File: src/rtl/uart_pkg.sv
// uart_pkg: types, constants and helpers shared by the UART transmit and receive paths
package uart_pkg;
    typedef enum logic [1:0] {IDLE, START, DATA, STOP} uart_tx_state_t;
    localparam int UART_DATA_BITS = 8;
    function automatic int clks_per_bit(input int clk_freq, input int baud);
        return clk_freq / baud;
    endfunction
endpackage

File: src/rtl/uart_tx_if.sv
// uart_tx_if: user-side byte send handshake plus the serial line
interface uart_tx_if;
    logic [7:0] tx_data;
    logic       tx_send;
    logic       tx_busy;
    logic       tx_done;
    logic       tx;
    modport master (output tx_data, tx_send, input tx_busy, tx_done, tx);
    modport slave  (input tx_data, tx_send, output tx_busy, tx_done, tx);
endinterface

File: src/rtl/uart_baud_gen.sv
// uart_baud_gen: bit-period counter producing one tick per CLKS_PER_BIT enabled cycles
module uart_baud_gen #(
    parameter int CLKS_PER_BIT = 868
) (
    input  logic clk,
    input  logic rst,
    input  logic clear,
    input  logic en,
    output logic bit_tick
);
    localparam int W = CLKS_PER_BIT > 2 ? $clog2(CLKS_PER_BIT) : 1;
    localparam logic [W-1:0] LAST = W'(CLKS_PER_BIT - 1);
    logic [W-1:0] cnt_q, cnt_d;
    assign bit_tick = en && cnt_q == LAST;
    // clear realigns the bit phase to a new request; otherwise wrap at the terminal count
    always_comb cnt_d = clear ? '0 : !en ? cnt_q : bit_tick ? '0 : cnt_q + W'(1);
    // counter register
    always_ff @(posedge clk or posedge rst)
        if (rst) cnt_q <= '0;
        else     cnt_q <= cnt_d;
endmodule

File: src/rtl/uart_tx.sv
// uart_tx: 8N1 transmitter serializing one accepted byte onto the tx pin, LSB first
module uart_tx import uart_pkg::*; #(
    parameter int CLK_FREQ = 100_000_000,
    parameter int BAUD     = 115200
) (
    input logic       clk,
    input logic       rst,
    uart_tx_if.slave  bus
);
    localparam int CLKS_PER_BIT = clks_per_bit(CLK_FREQ, BAUD);
    if (CLKS_PER_BIT < 2) begin : g_cpb_check
        $error("uart_tx: CLKS_PER_BIT must be at least 2");
    end
    uart_tx_state_t state_q, state_d;
    logic [7:0] shift_q, shift_d;
    logic [2:0] bit_q, bit_d;
    logic       tx_q, tx_d, busy_q, busy_d, done_q, done_d;
    logic       accept, bit_tick;
    assign accept = state_q == IDLE && bus.tx_send;
    uart_baud_gen #(.CLKS_PER_BIT(CLKS_PER_BIT)) u_baud (
        .clk      (clk),
        .rst      (rst),
        .clear    (accept),
        .en       (busy_q),
        .bit_tick (bit_tick)
    );
    // next-state and next-output logic; every output is computed here and registered below
    always_comb begin
        state_d = state_q;
        shift_d = shift_q;
        bit_d   = bit_q;
        tx_d    = tx_q;
        busy_d  = busy_q;
        done_d  = 1'b0;
        case (state_q)
            IDLE: if (bus.tx_send) begin
                state_d = START;
                shift_d = bus.tx_data;
                bit_d   = '0;
                tx_d    = 1'b0;
                busy_d  = 1'b1;
            end
            START: if (bit_tick) begin
                state_d = DATA;
                tx_d    = shift_q[0];
            end
            DATA: if (bit_tick) begin
                if (bit_q == 3'(UART_DATA_BITS - 1)) begin
                    state_d = STOP;
                    tx_d    = 1'b1;
                end else begin
                    bit_d   = bit_q + 3'd1;
                    shift_d = shift_q >> 1;
                    tx_d    = shift_q[1];
                end
            end
            STOP: if (bit_tick) begin
                state_d = IDLE;
                busy_d  = 1'b0;
                done_d  = 1'b1;
            end
            default: state_d = IDLE;
        endcase
    end
    // state and output registers; reset drops the line high at once, aborting any frame
    always_ff @(posedge clk or posedge rst)
        if (rst) begin
            state_q <= IDLE;
            shift_q <= '0;
            bit_q   <= '0;
            tx_q    <= 1'b1;
            busy_q  <= 1'b0;
            done_q  <= 1'b0;
        end else begin
            state_q <= state_d;
            shift_q <= shift_d;
            bit_q   <= bit_d;
            tx_q    <= tx_d;
            busy_q  <= busy_d;
            done_q  <= done_d;
        end
    assign bus.tx      = tx_q;
    assign bus.tx_busy = busy_q;
    assign bus.tx_done = done_q;
endmodule

File: src/flat_wrapper.sv
// flat-port wrapper written by rule: the top's interface ports become plain ports
module uart_tx_flat import uart_pkg::*;
#(
    parameter int CLK_FREQ = 100_000_000,
    parameter int BAUD     = 115200
)
  (clk, rst, bus_tx_data, bus_tx_send, bus_tx_busy, bus_tx_done, bus_tx);
  uart_tx_if bus_i ();
  input logic clk;
  input logic rst;
  input wire logic [$bits(bus_i.tx_data)-1:0] bus_tx_data;
  input wire logic [$bits(bus_i.tx_send)-1:0] bus_tx_send;
  output wire logic [$bits(bus_i.tx_busy)-1:0] bus_tx_busy;
  output wire logic [$bits(bus_i.tx_done)-1:0] bus_tx_done;
  output wire logic [$bits(bus_i.tx)-1:0] bus_tx;
  assign bus_i.tx_data = bus_tx_data;
  assign bus_i.tx_send = bus_tx_send;
  assign bus_tx_busy = bus_i.tx_busy;
  assign bus_tx_done = bus_i.tx_done;
  assign bus_tx = bus_i.tx;
  uart_tx #(.CLK_FREQ(CLK_FREQ), .BAUD(BAUD)) u_core (.clk(clk), .rst(rst), .bus(bus_i));
endmodule
File: config.mk
export PLATFORM = sky130hd
export DESIGN_NAME = uart_tx_flat
export DESIGN_NICKNAME = d
export VERILOG_FILES = /design/src/rtl/uart_pkg.sv /design/src/rtl/uart_tx_if.sv /design/src/rtl/uart_baud_gen.sv /design/src/rtl/uart_tx.sv /design/src/flat_wrapper.sv
export SDC_FILE = /design/constraint.sdc
export NUM_CORES = 1
export LEC_CHECK = 0
export BUFFER_PORTS_ARGS = -buffer_cell sky130_fd_sc_hd__buf_4
export CAP_MARGIN = 40
export CORE_AREA = 2 2 50 57
export CTS_BUF_LIST = sky130_fd_sc_hd__clkbuf_4 sky130_fd_sc_hd__clkbuf_8
export DETAILED_ROUTE_END_ITERATION = 12
export DIE_AREA = 0 0 52 59
export GPL_ROUTABILITY_DRIVEN = 0
export PLACE_DENSITY = 0.83
export SYNTH_ARGS = -nofsm -noshare
export SYNTH_HDL_FRONTEND = slang
export SYNTH_SLANG_ARGS = --single-unit
File: constraint.sdc
create_clock -name clk -period 2.7 [get_ports clk]
set_clock_uncertainty 0.2 [all_clocks]
set_input_delay 0.135 -clock clk [delete_from_list [all_inputs] [get_ports clk]]
set_output_delay 0.135 -clock clk [all_outputs]
set_load 0.05 [all_outputs]
==> results.py, run 1 <==
metrics = {
    "status": {
        "status": "completed",
    },
    "grt": {
        "grt_max_degree": 17,
        "grt_pass1_vias": 1144,
        "antenna_found_initial": 0,
        "grt_pass1_wl_mm": 4.912,
        "grt-ovfl-total": 0,
        "grt_use_total": 0.2181,
    },
    "setup_path": {
        "crit_cells": 4,
        "cp_max_fo": 6,
        "critPathBufInv": 0,
        "start_kind": "flop",
        "cpLargestDelayFamily": "simple AND/OR/NAND/NOR gates",
        "slowest_delay_ns": 0.57,
        "crit_path_cell_trace": "or4b_4 -> or3_1 -> a221oi_4 -> mux2_1",
        "reg2reg_depth": 4,
        "worstPathRequired_ns": 2.72,
        "end_kind": "flop",
        "worstSetupPathType": "flop to flop",
        "cp_slowest_cell": "or4b_4",
        "critPathArrivalTime_ns": 2.46,
    },
    "sta": {
        "fin_crit_ns": 2.444,
        "finalSetupViolCount": 0,
        "maxSlewViolCount": 0,
        "slew_headroom": 0.5171,
        "fin_ws_ns": 0.2556,
        "worstMarginPinSlew_ns": 0.7244,
        "max_freq_mhz": 409.1,
        "rsz0062_at_grt": "no",
        "min_period_over_period": 0.9053,
        "fin_setup_tns_ns": 0,
        "hold_viol": 0,
    },
    "min_path": {
        "hold_path_class": "input pin to asynchronous set/reset pin",
    },
    "cells_and_area": {
        "stdcell_count": 184,
        "syn_to_final_growth_pct": 18.96,
        "stdcell_area_um2": 1750,
        "nets": 173,
        "final_util": 0.7149,
        "drive_gt1_frac": 0.3072,
        "fillers": 173,
        "n_antenna_cell": 0,
    },
    "cts": {
        "clk_pin_slew_ns": 0.14,
        "clockBufferDepth": 2,
        "cts_setup_buffers": 0,
        "cts_tree": "done",
        "cts_max_level": 1,
        "clock-sinks": 26,
        "clk-insertion-delay-late_ns": 0.32,
        "cts_buffers": 3,
        "cts_root_buf": "clkbuf_4",
    },
    "logic_synthesis": {
        "synth.avg_cell_area_um2": 11.50,
        "netlist_top_cells_area": "dfrtp_1 43%, mux2_2 13%, ha_1 6.8%",
        "ys_seq_elements": 26,
        "synth_cell_type_count": 39,
        "syn-cell-area_um2": 1471,
        "yosys_warnings": 0,
        "synth-async-reset-ratio": 1.000,
        "yosysTopAreaCellShare": 0.4252,
        "synthTopCellsByCount": "25 x dfrtp_1, 17 x mux2_2, 8 x ha_1, 8 x nor2_1, 7 x nand2_1",
        "synth_edf_count": 0,
        "syn_inst": 128,
        "synth.yosys.seq_area_share": 0.4430,
        "synth.most_common_cell": "dfrtp_1",
        "synth_area_leader_cell": "dfrtp_1",
        "synth_fp_nets": 147,
        "ys.flop_type": "dfrtp_1",
    },
    "placed_design": {
        "post_dp_cell_area_um2": 1614,
        "dp_cells": 170,
        "pre_cts_slack_ns": 0.2702,
        "dp_hpwl_mm": 2.153,
        "port_buffers": 13,
    },
    "power_and_ir_drop": {
        "p_clk_frac": 0.118,
        "p_comb_frac": 0.495,
        "p_sw_frac": 0.3656,
        "p_leak_uw": 0.0007719,
        "p_seq_frac": 0.387,
        "peakVddDrop_mv": 0.6472,
        "p_switching_uw": 611.9,
        "p_int_uw": 1062,
        "cellPowerDensity_nw_per_um2": 956.0,
    },
    "floorplanning": {
        "die_area_um2": 3068,
        "core_region_area_um2": 2449,
        "die_w_um": 52,
        "io_pins": 14,
        "rows": 19,
        "die-height_um": 59,
        "start_util": 0.6009,
    },
    "routing": {
        "antenna_left": 0,
        "vias": 1087,
        "avgViaCountPerCell": 5.908,
        "wl_mm": 2.927,
        "wl_per_cell_um": 15.91,
        "drc_errors": 0,
        "firstDrtPassIters": 4,
        "drtIter0Drc": 14,
    },
    "job": {
        "maxCapViolations": 0,
    },
}
## what timing repair did
action,4_1_cts,5_1_grt
hold buffers,10,0
setup endpoints to repair,0,0
hold endpoints to repair,34,0
gates resized for setup,0,0
## flip-flops by register name (all words and copies together) (netlist names)
signal,cells
u_core.bus.tx,1
u_core.u_baud.cnt_q,10
u_core.bus.tx_done,1
u_core.bit_q,3
u_core.bus.tx_busy,1
u_core.shift_q,8
u_core.state_q,2
## final cells by class
type,instances,area (µm²),area share
multi-input combinational,91,759.5,0.4339
sequential,26,653.1,0.3731
timing repair buffer,26,240.2,0.1372
tap,31,38.79,0.02216
clock buffer,4,36.28,0.02073
inverter,6,22.52,0.01287
## worst min-delay path: cells and delay by family
family / cells / cell delay (ns)
buffers and inverters: 3 / 1.04
## logic make-up (layout without fill, tap and decap cells)
group	count (synthesis)	in the layout	synth area share
and+or+nand+nor	37	37	0.1378
DFF	26	26	0.4430
AOI/OAI and AO/OA	22	22	0.1369
muxes	18	18	0.1378
buffers and inverters	11	36	0.04082
adders and majority gates	8	8	0.06803
xor gates and xnor gates	6	6	0.03571
## path summary, 6_finish.rpt
kind	startpoint	endpoint	slack, ns
max	u_core.u_baud.cnt_q[4]	u_core.state_q[1]	0.26
min	rst	u_core.u_baud.cnt_q[9]	0.18
max reg2reg	u_core.u_baud.cnt_q[4]	u_core.state_q[1]	0.26
min reg2reg	u_core.shift_q[7]	u_core.shift_q[7]	0.32
max in group asynchronous	rst	u_core.bus.tx	1.59
min in group clk	u_core.shift_q[7]	u_core.shift_q[7]	0.32
## cell usage in the layout, fill, tap and decap left out, types with 2 or more instances in the layout
cell type      instances
nand2_1                7
nor2_1                 8
nor3_1                 3
or3_1                  3
ha_1                   8
mux2_2                17
nor2b_1                4
a21bo_2                2
buf_4                 15
inv_1                  6
o21ai_0                5
nand4_1                4
dfrtp_1               24
o21a_1                 2
clkbuf_4               3
a21oi_1                2
xnor2_1                6
dlygate4sd3_1         10
## power groups by stage
stage	Clock, µW	Sequential (µW)	Combinational (µW)
after global routing	218	659	908
after floorplan	0	626	674
final	197	648	828
after CTS	201	644	834
after detailed placement	0	652	822
after global placement	0	635	761
## per-layer routing
layer | share of wire | GRT usage
met1 | 0.40 | 0.2425
met2 | 0.55 | 0.3888
met3 | 0.032 | 0.03788
met4 | 0.019 | 0.1203
met5 | 0 | 0
## through the flow
step	power, µW	hold slack, ns
floorplan	1300	-0.02579
global placement	1396	0.1999
detailed placement	1474	-0.001085
CTS	1679	0.1938
global route	1785	0.2282
finish	1673	0.1847
(Power assumes the default switching activity.)
==> inputs of run 2 (changes only) <==
CELL_PAD_IN_SITES_DETAIL_PLACEMENT = 1   (was default)
CELL_PAD_IN_SITES_GLOBAL_PLACEMENT = 1   (was default)
CORE_AREA = 2 2 57 64   (was 2 2 50 57)
DIE_AREA = 0 0 59 66   (was 0 0 52 59)
SETUP_SLACK_MARGIN = 0.5   (was default)
SYNTH_HIERARCHICAL = 1   (was default)
==> results.py, run 2 <==
metrics = {
    "status": {
        "status": "completed",
    },
    "power_and_ir_drop": {
        "peakVddDrop_mv": 0.2574,
        "p_comb_frac": 0.074,
        "p_sw_frac": 0.2307,
        "p_clk_frac": 0.322,
        "cellPowerDensity_nw_per_um2": 324.5,
        "p_int_uw": 507.8,
        "p_switching_uw": 152.3,
        "p_seq_frac": 0.604,
        "p_leak_uw": 0.0008638,
        "finalPower_uw": 660.1,
    },
    "logic_synthesis": {
        "synth_top_family_by_area": "compound AO/OA/AOI/OAI gates",
        "synth.most_common_cell": "dfrtp_1",
        "yosysTopAreaCellShare": 0.4075,
        "ys_seq_elements": 26,
        "yosys_warnings": 6,
        "synth_cell_type_count": 45,
        "synth_fp_nets": 157,
        "synthAdderAreaFrac": 0.07335,
        "syn_inst": 137,
        "synth_edf_count": 0,
        "syn-cell-area_um2": 1535,
        "synth_compound_area_frac": 0.1826,
        "synth_xor_area_frac": 0.01711,
        "synthTopCellsByCount": "25 x dfrtp_1, 16 x mux2_2, 10 x inv_1",
        "synth.avg_cell_area_um2": 11.21,
        "synthMuxAreaShare": 0.1239,
        "synth.yosys.seq_area_share": 0.4246,
        "synth_area_leader_cell": "dfrtp_1",
        "ys.flop_type": "dfrtp_1",
        "synth-async-reset-ratio": 1.000,
        "netlist_top_cells_area": "dfrtp_1 41%, mux2_2 12%, ha_1 7.3%",
        "synth-simple-area-share": 0.1337,
    },
    "cts": {
        "clk-insertion-delay-late_ns": 0.34,
        "cts_tree": "done",
        "clk_pin_slew_ns": 0.16,
        "cts_root_buf": "clkbuf_4",
        "cts_max_level": 1,
        "cts_buffers": 3,
        "clock-sinks": 26,
        "clockBufferDepth": 2,
    },
    "setup_path": {
        "slowest_delay_ns": 0.42,
        "crit_path_cell_trace": "or3b_4 -> nor3_4 -> buf_4 -> buf_6 -> inv_4 -> a2111oi_4 -> mux2_4",
        "cp_max_fo": 2,
        "critPathArrivalTime_ns": 2.41,
        "start_kind": "flop",
        "critPathBufInv": 3,
        "end_kind": "flop",
        "worstPathRequired_ns": 2.78,
        "worstSetupPathType": "flop to flop",
        "cpLargestDelayFamily": "simple AND/OR/NAND/NOR gates",
        "cp_slowest_cell": "dfrtp_1",
    },
    "grt": {
        "grt_pass1_vias": 1408,
        "grt-ovfl-total": 0,
        "grt_pass1_wl_mm": 6.969,
        "antenna_found_initial": 0,
        "grt_use_total": 0.2436,
        "grt_max_degree": 17,
    },
    "cells_and_area": {
        "reg.largest.list": "u_core/u_baud/cnt_q x10, u_core/shift_q x8, u_core/bit_q x3",
        "syn_to_final_growth_pct": 32.52,
        "drive_gt1_frac": 0.3966,
        "nets": 195,
        "top_register": "u_core/u_baud/cnt_q",
        "final_common_cell": "buf_4",
        "layout_common_cells": "24 x buf_4, 22 x dfrtp_1, 10 x dlygate4sd3_1",
        "largest_reg_flops": 10,
        "n_antenna_cell": 0,
    },
    "floorplanning": {
        "start_util": 0.4727,
        "die_area_um2": 3894,
        "io_pins": 14,
        "core_region_area_um2": 3248,
        "die-height_um": 66,
        "die_w_um": 59,
        "rows": 22,
    },
    "job": {
        "maxCapViolations": 0,
    },
    "routing": {
        "avgViaCountPerCell": 6.162,
        "drtIter0Drc": 46,
        "wl_per_cell_um": 21.91,
        "wl_mm": 4.602,
        "firstDrtPassIters": 4,
        "vias": 1294,
        "antenna_left": 0,
        "drc_errors": 0,
    },
    "placed_design": {
        "dp_hpwl_mm": 2.527,
        "port_buffers": 13,
    },
    "sta": {
        "min_period_over_period": 0.8635,
        "finalSetupViolCount": 0,
        "max_freq_mhz": 428.9,
        "slew_headroom": 0.5756,
        "maxSlewViolCount": 0,
        "fin_setup_tns_ns": 0,
        "worstMarginPinSlew_ns": 0.6359,
        "hold_viol": 0,
        "fin_crit_ns": 2.331,
        "rsz0062_at_grt": "yes",
    },
    "min_path": {
        "hold_path_class": "input pin to asynchronous set/reset pin",
    },
}
run 2: cell types whose count changed after synthesis, moves of 3 or more:
cell	previous run	this run
o31ai_1	1	4
o211ai_1	0	3
or4_1	0	3
a21oi_1	2	6
xor2_1	0	3
nand4_1	4	1
nand3_1	1	7
xnor2_1	6	0
inv_1	6	10
nor2_1	8	5
run 2: power by group through the flow:
stage	Clock [µW]	Combinational, µW	Sequential (µW)
2_1_floorplan	0	16.1	404
3_3_place_gp	0	30.1	405
5_1_grt	228	52.8	400
6_report	212	48.8	399
4_1_cts	214	43.9	398
3_5_place_dp	0	32.2	405
run 2: worst reg2reg max path, cell delays in order, from the launching register on:
cell	delay (ns)
dfrtp_1	0.42
or3b_4	0.40
nor3_4	0.28
buf_4	0.17
buf_6	0.10
inv_4	0.04
a2111oi_4	0.32
mux2_4	0.33
run 2: cell families after synthesis:
logic type | count (synthesis)
simple gates | 36
compound gates | 32
flops | 26
mux | 17
buf+inv | 14
fa+ha+maj | 9
xor+xnor | 3
run 2: area by class of cell:
class                           count  area, µm²
Fill cell                         327       1214
Multi-Input combinational cell     97      943.4
Sequential cell                    26      655.6
Timing Repair Buffer               37      314.1
Tap cell                           36      45.04
Inverter                           10      40.04
Clock buffer                        4      36.28
run 2: final timing paths:
path,start,end,slack (ns),cells after the start
max,u_core/u_baud/cnt_q[7],u_core/bus.tx,0.37,7
min in group clk,u_core/bit_q[1],u_core/bit_q[1],0.32,1
min,rst,u_core/u_baud/cnt_q[5],0.13,3
max in group asynchronous,rst,u_core/bus.tx_busy,1.62,3
min reg2reg,u_core/bit_q[1],u_core/bit_q[1],0.32,1
max reg2reg,u_core/u_baud/cnt_q[7],u_core/bus.tx,0.37,7
run 2: stage by stage:
step                  util  hold slack [ns]  setup WS [ns]  cell area [µm²]  cells
floorplan                -          -0.2248         0.1976             1564    137
global placement    0.5204         -0.05249         0.1945             1690    184
detailed placement  0.5204         -0.03554        0.09205             1690    184
CTS                 0.5971           0.1432         0.4745             1939    207
global route        0.6263           0.1551         0.3320             2034    210
finish              0.6263           0.1289         0.3687             2034    210
run 2: metal layers:
metal	up-vias	global-route usage	routed length (µm)
li1	585	-	-
met1	660	0.2547	1756
met5	-	0	0
met2	33	0.4778	2587
met3	16	0.03718	120
met4	0	0.08239	138
run 2: repair_timing:
action                     4_1_cts  5_1_grt
gates cloned                     0        0
hold endpoints to repair        36        0
pin swaps                        3        5
hold buffers                    10        0
setup buffers                    9        3
setup endpoints to repair       16       16
resized for setup               11       18
